[src/rtl/beat_metronome.sv]
// Beat regenerator: turns a BPM estimate into a free-running, phase-aligned beat
// pulse train, re-aligned by detector beat strobes and reporting lock status.
`timescale 1ns/1ps
module beat_metronome #(
  parameter int unsigned CLK_HZ     = 50_000_000,
  parameter int unsigned BPM_MIN    = 40,
  parameter int unsigned BPM_MAX    = 240,
  parameter int unsigned LOCK_COUNT = 4
) (
  input  logic        clk,
  input  logic        reset,
  input  logic [15:0] bpm_in,
  input  logic        bpm_valid,
  input  logic        beat_sync,
  output logic        beat_pulse,
  output logic [7:0]  beat_count,
  output logic [31:0] period_cycles,
  output logic        busy,
  output logic        locked
);

  localparam logic [31:0] DIVIDEND = 32'(CLK_HZ * 60);
  localparam logic [15:0] BMIN     = 16'(BPM_MIN);
  localparam logic [15:0] BMAX     = 16'(BPM_MAX);
  localparam int          LW       = $clog2(LOCK_COUNT + 1);
  localparam logic [LW-1:0] LOCK_MAX = LW'(LOCK_COUNT);

  typedef enum logic [0:0] {IDLE = 1'b0, RUN = 1'b1} state_t;

  function automatic logic [15:0] clamp_bpm(input logic [15:0] v);
    if (v < BMIN) begin
      return BMIN;
    end else if (v > BMAX) begin
      return BMAX;
    end else begin
      return v;
    end
  endfunction

  // divider and pending-request state
  logic        busy_q, busy_d;
  logic [4:0]  iter_q, iter_d;
  logic [31:0] rem_q, rem_d;
  logic [31:0] quo_q, quo_d;
  logic [15:0] dvs_q, dvs_d;
  logic [15:0] pend_q, pend_d;
  logic        pend_vld_q, pend_vld_d;
  logic        div_done_s;
  logic [32:0] rem_sh_s;

  // beat generator state
  state_t          state_q, state_d;
  logic [31:0]     cnt_q, cnt_d;
  logic [31:0]     period_q, period_d;
  logic [31:0]     new_period_q, new_period_d;
  logic            np_vld_q, np_vld_d;
  logic            pulse_q, pulse_d;
  logic [7:0]      bcount_q, bcount_d;
  logic [LW-1:0]   lock_cnt_q, lock_cnt_d;
  logic            locked_q, locked_d;
  logic            wrap_s, late_s, win_s;
  logic [LW-1:0]   lock_inc_s;

  assign rem_sh_s = {rem_q, quo_q[31]};
  assign wrap_s   = (cnt_q == period_q - 32'd1);
  assign late_s   = (cnt_q >= (period_q >> 1));
  assign win_s    = (cnt_q < (period_q >> 3)) || (cnt_q >= period_q - (period_q >> 3));

  // Restoring divider: one quotient bit per cycle; requests arriving while busy park in pend.
  always_comb begin
    busy_d     = busy_q;
    iter_d     = iter_q;
    rem_d      = rem_q;
    quo_d      = quo_q;
    dvs_d      = dvs_q;
    pend_d     = pend_q;
    pend_vld_d = pend_vld_q;
    div_done_s = 1'b0;
    if (busy_q) begin
      if (rem_sh_s >= {17'd0, dvs_q}) begin
        rem_d = rem_sh_s[31:0] - {16'd0, dvs_q};
        quo_d = {quo_q[30:0], 1'b1};
      end else begin
        rem_d = rem_sh_s[31:0];
        quo_d = {quo_q[30:0], 1'b0};
      end
      iter_d = iter_q + 5'd1;
      if (iter_q == 5'd31) begin
        busy_d     = 1'b0;
        div_done_s = 1'b1;
      end else begin
        busy_d = 1'b1;
      end
      if (bpm_valid) begin
        pend_d     = clamp_bpm(bpm_in);
        pend_vld_d = 1'b1;
      end else begin
        pend_vld_d = pend_vld_q;
      end
    end else if (bpm_valid || pend_vld_q) begin
      busy_d     = 1'b1;
      iter_d     = 5'd0;
      rem_d      = 32'd0;
      quo_d      = DIVIDEND;
      dvs_d      = bpm_valid ? clamp_bpm(bpm_in) : pend_q;
      pend_vld_d = 1'b0;
    end else begin
      busy_d = 1'b0;
    end
  end

  // Beat FSM: counter, pulse generation, period hand-over at restart and lock tracking.
  always_comb begin
    state_d      = state_q;
    cnt_d        = cnt_q;
    period_d     = period_q;
    new_period_d = new_period_q;
    np_vld_d     = np_vld_q;
    pulse_d      = 1'b0;
    bcount_d     = bcount_q;
    lock_cnt_d   = lock_cnt_q;
    locked_d     = locked_q;
    lock_inc_s   = (lock_cnt_q < LOCK_MAX) ? lock_cnt_q + LW'(1) : lock_cnt_q;
    case (state_q)
      IDLE: begin
        cnt_d = 32'd0;
        if (div_done_s) begin
          period_d = quo_d;
          state_d  = RUN;
        end else begin
          state_d = IDLE;
        end
      end
      RUN: begin
        if (wrap_s || (beat_sync && late_s)) begin
          pulse_d  = 1'b1;
          bcount_d = bcount_q + 8'd1;
        end else begin
          pulse_d = 1'b0;
        end
        if (wrap_s || beat_sync) begin
          cnt_d = 32'd0;
          if (np_vld_q) begin
            period_d = new_period_q;
            np_vld_d = 1'b0;
          end else begin
            period_d = period_q;
          end
        end else begin
          cnt_d = cnt_q + 32'd1;
        end
        if (beat_sync) begin
          if (win_s) begin
            lock_cnt_d = lock_inc_s;
            locked_d   = (lock_inc_s == LOCK_MAX);
          end else begin
            lock_cnt_d = '0;
            locked_d   = 1'b0;
          end
        end else begin
          locked_d = locked_q;
        end
        // a result finishing on a restart cycle waits for the following restart
        if (div_done_s) begin
          new_period_d = quo_d;
          np_vld_d     = 1'b1;
        end else begin
          new_period_d = new_period_q;
        end
      end
      default: state_d = IDLE;
    endcase
  end

  // State registers for divider and beat FSM.
  always_ff @(posedge clk or posedge reset) begin
    if (reset) begin
      busy_q       <= 1'b0;
      iter_q       <= 5'd0;
      rem_q        <= 32'd0;
      quo_q        <= 32'd0;
      dvs_q        <= 16'd0;
      pend_q       <= 16'd0;
      pend_vld_q   <= 1'b0;
      state_q      <= IDLE;
      cnt_q        <= 32'd0;
      period_q     <= 32'd0;
      new_period_q <= 32'd0;
      np_vld_q     <= 1'b0;
      pulse_q      <= 1'b0;
      bcount_q     <= 8'd0;
      lock_cnt_q   <= '0;
      locked_q     <= 1'b0;
    end else begin
      busy_q       <= busy_d;
      iter_q       <= iter_d;
      rem_q        <= rem_d;
      quo_q        <= quo_d;
      dvs_q        <= dvs_d;
      pend_q       <= pend_d;
      pend_vld_q   <= pend_vld_d;
      state_q      <= state_d;
      cnt_q        <= cnt_d;
      period_q     <= period_d;
      new_period_q <= new_period_d;
      np_vld_q     <= np_vld_d;
      pulse_q      <= pulse_d;
      bcount_q     <= bcount_d;
      lock_cnt_q   <= lock_cnt_d;
      locked_q     <= locked_d;
    end
  end

  assign beat_pulse    = pulse_q;
  assign beat_count    = bcount_q;
  assign period_cycles = period_q;
  assign busy          = busy_q;
  assign locked        = locked_q;

endmodule

[config.mk]
export PLATFORM = sky130hd
export DESIGN_NAME = beat_metronome
export DESIGN_NICKNAME = d
export VERILOG_FILES = /design/src/rtl/beat_metronome.sv
export SDC_FILE = /design/constraint.sdc
export NUM_CORES = 1
export LEC_CHECK = 0
export ABC_AREA = 1
export BUFFER_PORTS_ARGS = -buffer_cell sky130_fd_sc_hd__buf_2
export CORE_MARGIN = 3
export CORE_UTILIZATION = 25
export CTS_CLUSTER_SIZE = 14
export DETAILED_ROUTE_END_ITERATION = 8
export PLACE_DENSITY_LB_ADDON = 0.25
export SYNTH_ARGS = -nofsm -noshare
export SYNTH_HDL_FRONTEND = slang
export SYNTH_SLANG_ARGS = --single-unit
[constraint.sdc]
create_clock -name clk -period 6.4 [get_ports clk]
set_input_delay 0 -clock clk [delete_from_list [all_inputs] [get_ports clk]]
set_output_delay 0 -clock clk [all_outputs]
set_load 0.005 [all_outputs]
# == Yosys cells after proc, flatten, opt, wreduce, memory -nomap -nowiden ==
# Index checks and enable logic that the tools add are counted.
# word_totals
inputBits,20
register_bits,214
out_inout_bits,43
wordCells,87
# classes
n_mux,34
n_reduce_logical,14
add_sub_neg,7
bitwise,2
n_eq_ne,7
n_lt_le_gt_ge,7
# op_table
op,count
32-bit two-way mux,9
32-bit case mux with 2 select lines,2
16-bit two-way mux,3
33-bit by 16-bit greater-or-equal comparator with 1-bit output,1
"32-bit by 1-bit adder with 32-bit output, second input constant",1
32-bit equality test,1
32-bit by 31-bit greater-or-equal comparator with 1-bit output,1
32-bit greater-or-equal comparator,1
32-bit by 29-bit < comparator with 1-bit output,1
"32-bit by 1-bit subtractor with 32-bit output, second input constant",1
32-bit by 16-bit subtractor with 32-bit output,1
32-bit by 29-bit subtractor with 32-bit output,1
"16-bit by 8-bit greater-than comparator with 1-bit output, second input constant",1
"16-bit by 6-bit < comparator with 1-bit output, second input constant",1
1-bit two-way mux,16
2-bit AND reduction,6
5-bit two-way mux,2
"8-bit by 1-bit adder with 8-bit output, second input constant",1
3-bit two-way mux,2
"5-bit by 1-bit adder with 5-bit output, second input constant",1
"5-bit equality test, second input constant",1
1-bit logical OR,4
"2-bit by 1-bit inequality test with 1-bit output, second input constant",2
"2-bit inequality test, second input constant",2
7 further kinds,9

# == Logic depth before layout (Yosys ltp) ==
# logic_depth
word_depth,5
mapped_depth,25
depth_no_buf,25

# == Worst setup path after synthesis ==
# No wires, ideal clock.
# synth_timing
kind,register to register
startpoint,"reg period_q[5], in the netlist period_cycles[5]"
endpoint,reg lock_cnt_q[0]
path_stages_with_launch,23
setup_time_ns,0.065
slack_ns,2.896
arrival_time_ns,3.439
period_less_slack_ns,3.504
cell_sequence,dfrtp_1 inv_1 ha_1 a21oi_1 nand2_1 a21boi_0 o21bai_1 a21boi_0 o21ai_0 nand3_1 nand2_1 xor2_1 ha_1 nand2_1 inv_1 nand3_1 nor3_1 nand4_1 o21ai_0 nor2_1 nand2_1 nand3_1 nand2_1
# synth_via
elab_chain_cells,4
elab_cells_between_ends,5
# synth_rtl
item,line_no,rtl
"start, declared",54,"logic [31:0] period_q, period_d;"
"start signal, assigned",204,period_q <= period_d;
32-bit by 29-bit subtractor with 32-bit output,67,assign win_s = (cnt_q < (period_q >> 3)) || (cnt_q >= period_q - (period_q >> 3));
32-bit greater-or-equal comparator,67,
1-bit logical OR (*),67,
3-bit two-way mux (*),153,if (win_s) begin
"end signal, assigned",209,lock_cnt_q <= lock_cnt_d;
"end, declared",59,"logic [LW-1:0] lock_cnt_q, lock_cnt_d;"
# Mark *: on every way between the ends. The rest lies on a longest branch, timed or not.
# A chain may end at the register's enable or synchronous reset.

# == Worst setup path in the final report ==
# layout_timing
startpoint,"reg period_q[3], in the netlist period_cycles[3]"
endpoint,reg lock_cnt_q[2]
# The elaborated chain is that of the path after synthesis.

==> impl_results.md <==
* Outcome: complete, no violations
* Hpwl dp at 37.55 mm
* Global route overflow at 0
* Filler cell count at 6938
* Worst min path class: in -> reg
* Path type of the worst setup path: reg -> reg
* Count of hold buffers inserted by post-cts repair at 12
* Area delta synth->final at 14.23%
* Number of detailed-routing iterations run before antenna repair at 6
* Hold Vio Cnt, Final at 0
* Count of buffers from port buffering at 62
* Fin crit period at 4.358 ns
* Number of library cell types mapped by synthesis at 53
* Clock latency reported for the late side of the worst-skew pair at 0.56 ns
* Arrival time at the worst endpoint at 4.80 ns
* TritonCTS buffer count at 28
* Master of the slowest instance on the critical path: sky130_fd_sc_hd__dfrtp_1
* Setup clock skew after layout at 0.02468 ns
* RSZ-0062 raised after global routing: false
* Number of levels in the clock H-tree at 1
* Element type at the critical path end: register
* Register-to-register setup slack at 2.04 ns
* Instance count along the most critical hold path at 7
* Register area share after synthesis at 33.45%
* Synthesized area per cell at 7.225 um2
* Highest Clock Rate at 229.4 MHz
* Slew at the pin closest to its max-slew limit at 0.8215 ns
* Post-route clock period utilization at 68.10%
* Standby leakage power at 9.079 nW
* Clock tree from TritonCTS: yes
* DRC violations left at 0
* CTS clock-pin slew for the worst setup and hold paths at 0.06 ns
* Final Total Pwr at 5.026 mW
* First-pass GRT wire length at 79.02 mm
* XOR/XNOR Fraction of Synth Area at 5.634%
* Longest individual stage delay on the worst path at 0.52 ns
* Cell Chain, Critical Path: ha_1 -> inv_1 -> fa_1 -> nand3_1 -> nand2_1 -> a21oi_1 -> o21ai_0 -> a21oi_1 -> o21ai_0 -> xnor2_1 -> ha_1 -> nand2_1 -> inv_1 -> nand3_1 -> inv_1 -> a21oi_1 -> a21boi_0 -> o21ai_0 -> nor2_1 -> nand2_1 -> nand2_1 -> o21ai_0
* Adder-Cell Fraction of Synth Area at 11.35%
* Highest ir drop seen on vdd at 0.0001837 V
* Rel. slew slack at 45.03%
* Primary flip-flop cell chosen by synthesis mapping: sky130_fd_sc_hd__dfrtp_1
* Syn Inst Count at 2216
* Sum of negative setup slack at 0 ns
* Post-Synth Simple-Gate Area at 26.41%
* R2r endpoint: lock_cnt_q[2]$_DFFE_PP0P_
* Final standard cell area without fillers at 18290 um2
* Cell Pwr Density at 274.8 nW/um2
* Synthesized flop and latch total at 214
* Combinational family with the most area after synthesis: simple AND/OR/NAND/NOR gates
* Fraction of final layout cells sized beyond drive strength 1 at 7.398%
* Cell area after placement at 17230 um2
* Antenna violation net count after detailed routing at 0
* Vias at 14840
* Final setup violation count at 0
* Num ports at 63
* Drt wl/cell at 15.55 um
* Synth top area cells: sky130_fd_sc_hd__dfrtp_1 33%, sky130_fd_sc_hd__nand2_1 12%, sky130_fd_sc_hd__ha_1 11%
* Vias per cell at 4.721
* Critical-path maximum fanout at 9
* Placement row count at 92
* Antenna violations before repair at 0
* Chip Height at 259.1 um
* X dimension of the die at 259.1 um
* Share of cell area taken by muxes after synthesis at 0%
* Leading area contributor after synthesis: sky130_fd_sc_hd__dfrtp_1
* Number of flops mapped to enable cells by yosys at 0
* Antenna diode instance count at 0
* Final wirelength at 48.90 mm
* Max-slew violation count at 0
* Number of global-route vias before repair at 14650
* Length in cells of the worst reg-to-reg path at 22
* Initial cell density of the core at 25.34%
* Critical path required time at 6.84 ns
* Routability-driven placement congestion ratio at 0.9135
* All-layer global routing usage at 14.41%
* Worst min-delay path startpoint: bpm_in[12]
* Async set-reset flop share out of synthesis at 100.0%
* Clock root buffer: sky130_fd_sc_hd__clkbuf_16
* Initial detailed-routing violation count at 836
* Die footprint at 67120 um2
* Net count of the mapped netlist at 2380
* Clock Sinks at 214
* CORE AREA at 63200 um2
* Post-cts gate resize count at 0
* Area share of the largest cell type after synthesis at 33.45%
* Net total in the final layout at 2441
* Hold path endpoint: pend_q[7]$_DFFE_PP0P_
* Critical path launch point type: register
* Max clock buf depth at 3
* Post-CTS Setup Bufs at 0
* Compound-gate portion of the synthesized area at 14.25%
* Count of maximum capacitance violations at 0
* Post-synthesis instance area at 16010 um2
* Number of synthesis warnings at 0
* Source of the worst register-to-register timing path: period_cycles[3]$_DFFE_PP0P_
* Maximum number of pins on one net before global-route repair at 95
-- kinds of logic (layout without fill, tap and decap cells) --
group                      count (synthesis)  count (layout)
and+or+nand+nor                          971             971
DFF                                      214             214
xor gates and xnor gates                 103             103
buffers and inverters                    369             451
AOI/OAI and AO/OA                        415             415
adders and majority gates                144             144
-- layer usage --
layer / track usage (%) / vias to the layer above / share of wire [%]
met5: 0 / - / 0
li1: - / 7431 / -
met1: 19.40 / 7092 / 47
met2: 24.96 / 262 / 47
met3: 1.297 / 58 / 3.0
met4: 3.351 / 0 / 2.2
-- metrics by stage --
step                      worst slack (ns)  hold slack, ns  cells  utilization (%)
after floorplan                     0.5491          0.1453   2216                -
after global placement               2.128          0.1964   3081            27.26
after detailed placement             2.042          0.1954   3081            27.26
after CTS                            2.035         0.01585   3144            28.94
after global routing                 1.560          0.1287   3144            28.94
final                                2.042         0.02681   3144            28.94
-- worst max path at each step --
| stage | start | slack (ns) | depth (start not counted) | endpoint |
|---|---|---|---|---|
| 5_1_grt | period_cycles[4]$_DFFE_PP0P_ | 1.56 | 22 | locked$_DFFE_PP0P_ |
| 3_5_place_dp | period_cycles[3]$_DFFE_PP0P_ | 2.04 | 22 | lock_cnt_q[2]$_DFFE_PP0P_ |
| 6_report | period_cycles[3]$_DFFE_PP0P_ | 2.04 | 22 | lock_cnt_q[2]$_DFFE_PP0P_ |
| 3_3_place_gp | period_cycles[3]$_DFFE_PP0P_ | 2.13 | 22 | locked$_DFFE_PP0P_ |
| 2_1_floorplan | reset | 0.55 | 1 | beat_count[0]$_DFFE_PP0P_ |
| 4_1_cts | period_cycles[3]$_DFFE_PP0P_ | 2.04 | 22 | lock_cnt_q[2]$_DFFE_PP0P_ |
-- state kept, by name (all words and copies together) (netlist names) --
register	flops
beat_count	8
beat_pulse	1
busy	1
cnt_q	32
dvs_q	16
iter_q	5
lock_cnt_q	3
locked	1
new_period_q	32
np_vld_q	1
pend_q	16
pend_vld_q	1
period_cycles	32
quo_q	32
rem_q	32
state_q	1
-- critical path, delay by kind of cell, from the launching register on --
kind | cells | cell delay, ns
compound gates | 8 | 1.77
xor+xnor | 1 | 0.18
fa+ha+maj | 3 | 0.91
buf+inv | 3 | 0.16
flops | 1 | 0.52
simple gates | 7 | 0.71
-- power breakdown --
part / internal (mW) / switching, mW / total [mW]
logic: 0.636 / 1.12 / 1.76
clock network: 0.964 / 0.613 / 1.58
registers: 1.51 / 0.180 / 1.69
-- Yosys cell counts (40+ instances only) --
cell and instances:
sky130_fd_sc_hd__nand2_1 504, sky130_fd_sc_hd__inv_1 304, sky130_fd_sc_hd__dfrtp_1 214, sky130_fd_sc_hd__nor2_1 188
sky130_fd_sc_hd__o21ai_0 187, sky130_fd_sc_hd__ha_1 142, sky130_fd_sc_hd__nand3_1 132, sky130_fd_sc_hd__a21oi_1 127
sky130_fd_sc_hd__xor2_1 63, sky130_fd_sc_hd__nand4_1 40, sky130_fd_sc_hd__nor3_1 40, sky130_fd_sc_hd__xnor2_1 40
-- cell type report --
| type | count | area, um2 | share of cell area (%) |
|---|---|---|---|
| multi-input combinational | 1633 | 9230 | 50.47 |
| sequential | 214 | 5356 | 29.29 |
| inverter | 315 | 1190 | 6.506 |
| tap | 846 | 1059 | 5.787 |
| clock buffer | 39 | 812.0 | 4.440 |
| timing repair buffer | 85 | 513.0 | 2.805 |
| clock inverter | 12 | 130.1 | 0.7115 |
-- layout by cell type, fill, tap and decap left out, types with 4 or more instances in the layout --
cell | Yosys | routed
sky130_fd_sc_hd__o211ai_1 | 7 | 7
sky130_fd_sc_hd__nand2_2 | 7 | 7
sky130_fd_sc_hd__inv_1 | 304 | 303
sky130_fd_sc_hd__or2_2 | 4 | 4
sky130_fd_sc_hd__xnor2_1 | 40 | 40
sky130_fd_sc_hd__nand4_1 | 40 | 40
sky130_fd_sc_hd__nand3_1 | 132 | 132
sky130_fd_sc_hd__clkinv_1 | 5 | 5
sky130_fd_sc_hd__clkbuf_8 | 0 | 7
sky130_fd_sc_hd__o21ai_1 | 4 | 4
sky130_fd_sc_hd__a31oi_1 | 6 | 6
sky130_fd_sc_hd__nor3_2 | 5 | 5
sky130_fd_sc_hd__o22ai_1 | 38 | 38
sky130_fd_sc_hd__clkinv_2 | 0 | 6
sky130_fd_sc_hd__o21bai_1 | 9 | 9
sky130_fd_sc_hd__buf_4 | 3 | 11
sky130_fd_sc_hd__o21ai_0 | 187 | 187
sky130_fd_sc_hd__xor2_1 | 63 | 63
sky130_fd_sc_hd__ha_1 | 142 | 142
sky130_fd_sc_hd__buf_2 | 11 | 62
sky130_fd_sc_hd__nor2_2 | 13 | 13
sky130_fd_sc_hd__a21oi_1 | 127 | 127
sky130_fd_sc_hd__a21boi_0 | 13 | 13
sky130_fd_sc_hd__nor4_1 | 19 | 19
sky130_fd_sc_hd__inv_2 | 6 | 6
sky130_fd_sc_hd__o21a_1 | 6 | 6
sky130_fd_sc_hd__dfrtp_1 | 214 | 213
sky130_fd_sc_hd__nand2_1 | 504 | 504
sky130_fd_sc_hd__nor2_1 | 188 | 188
sky130_fd_sc_hd__clkbuf_16 | 0 | 28
sky130_fd_sc_hd__clkbuf_1 | 35 | 4
sky130_fd_sc_hd__dlygate4sd3_1 | 0 | 12
sky130_fd_sc_hd__nor3_1 | 40 | 40
sky130_fd_sc_hd__nand3b_1 | 6 | 6
Power figures use the tool's default switching activity.
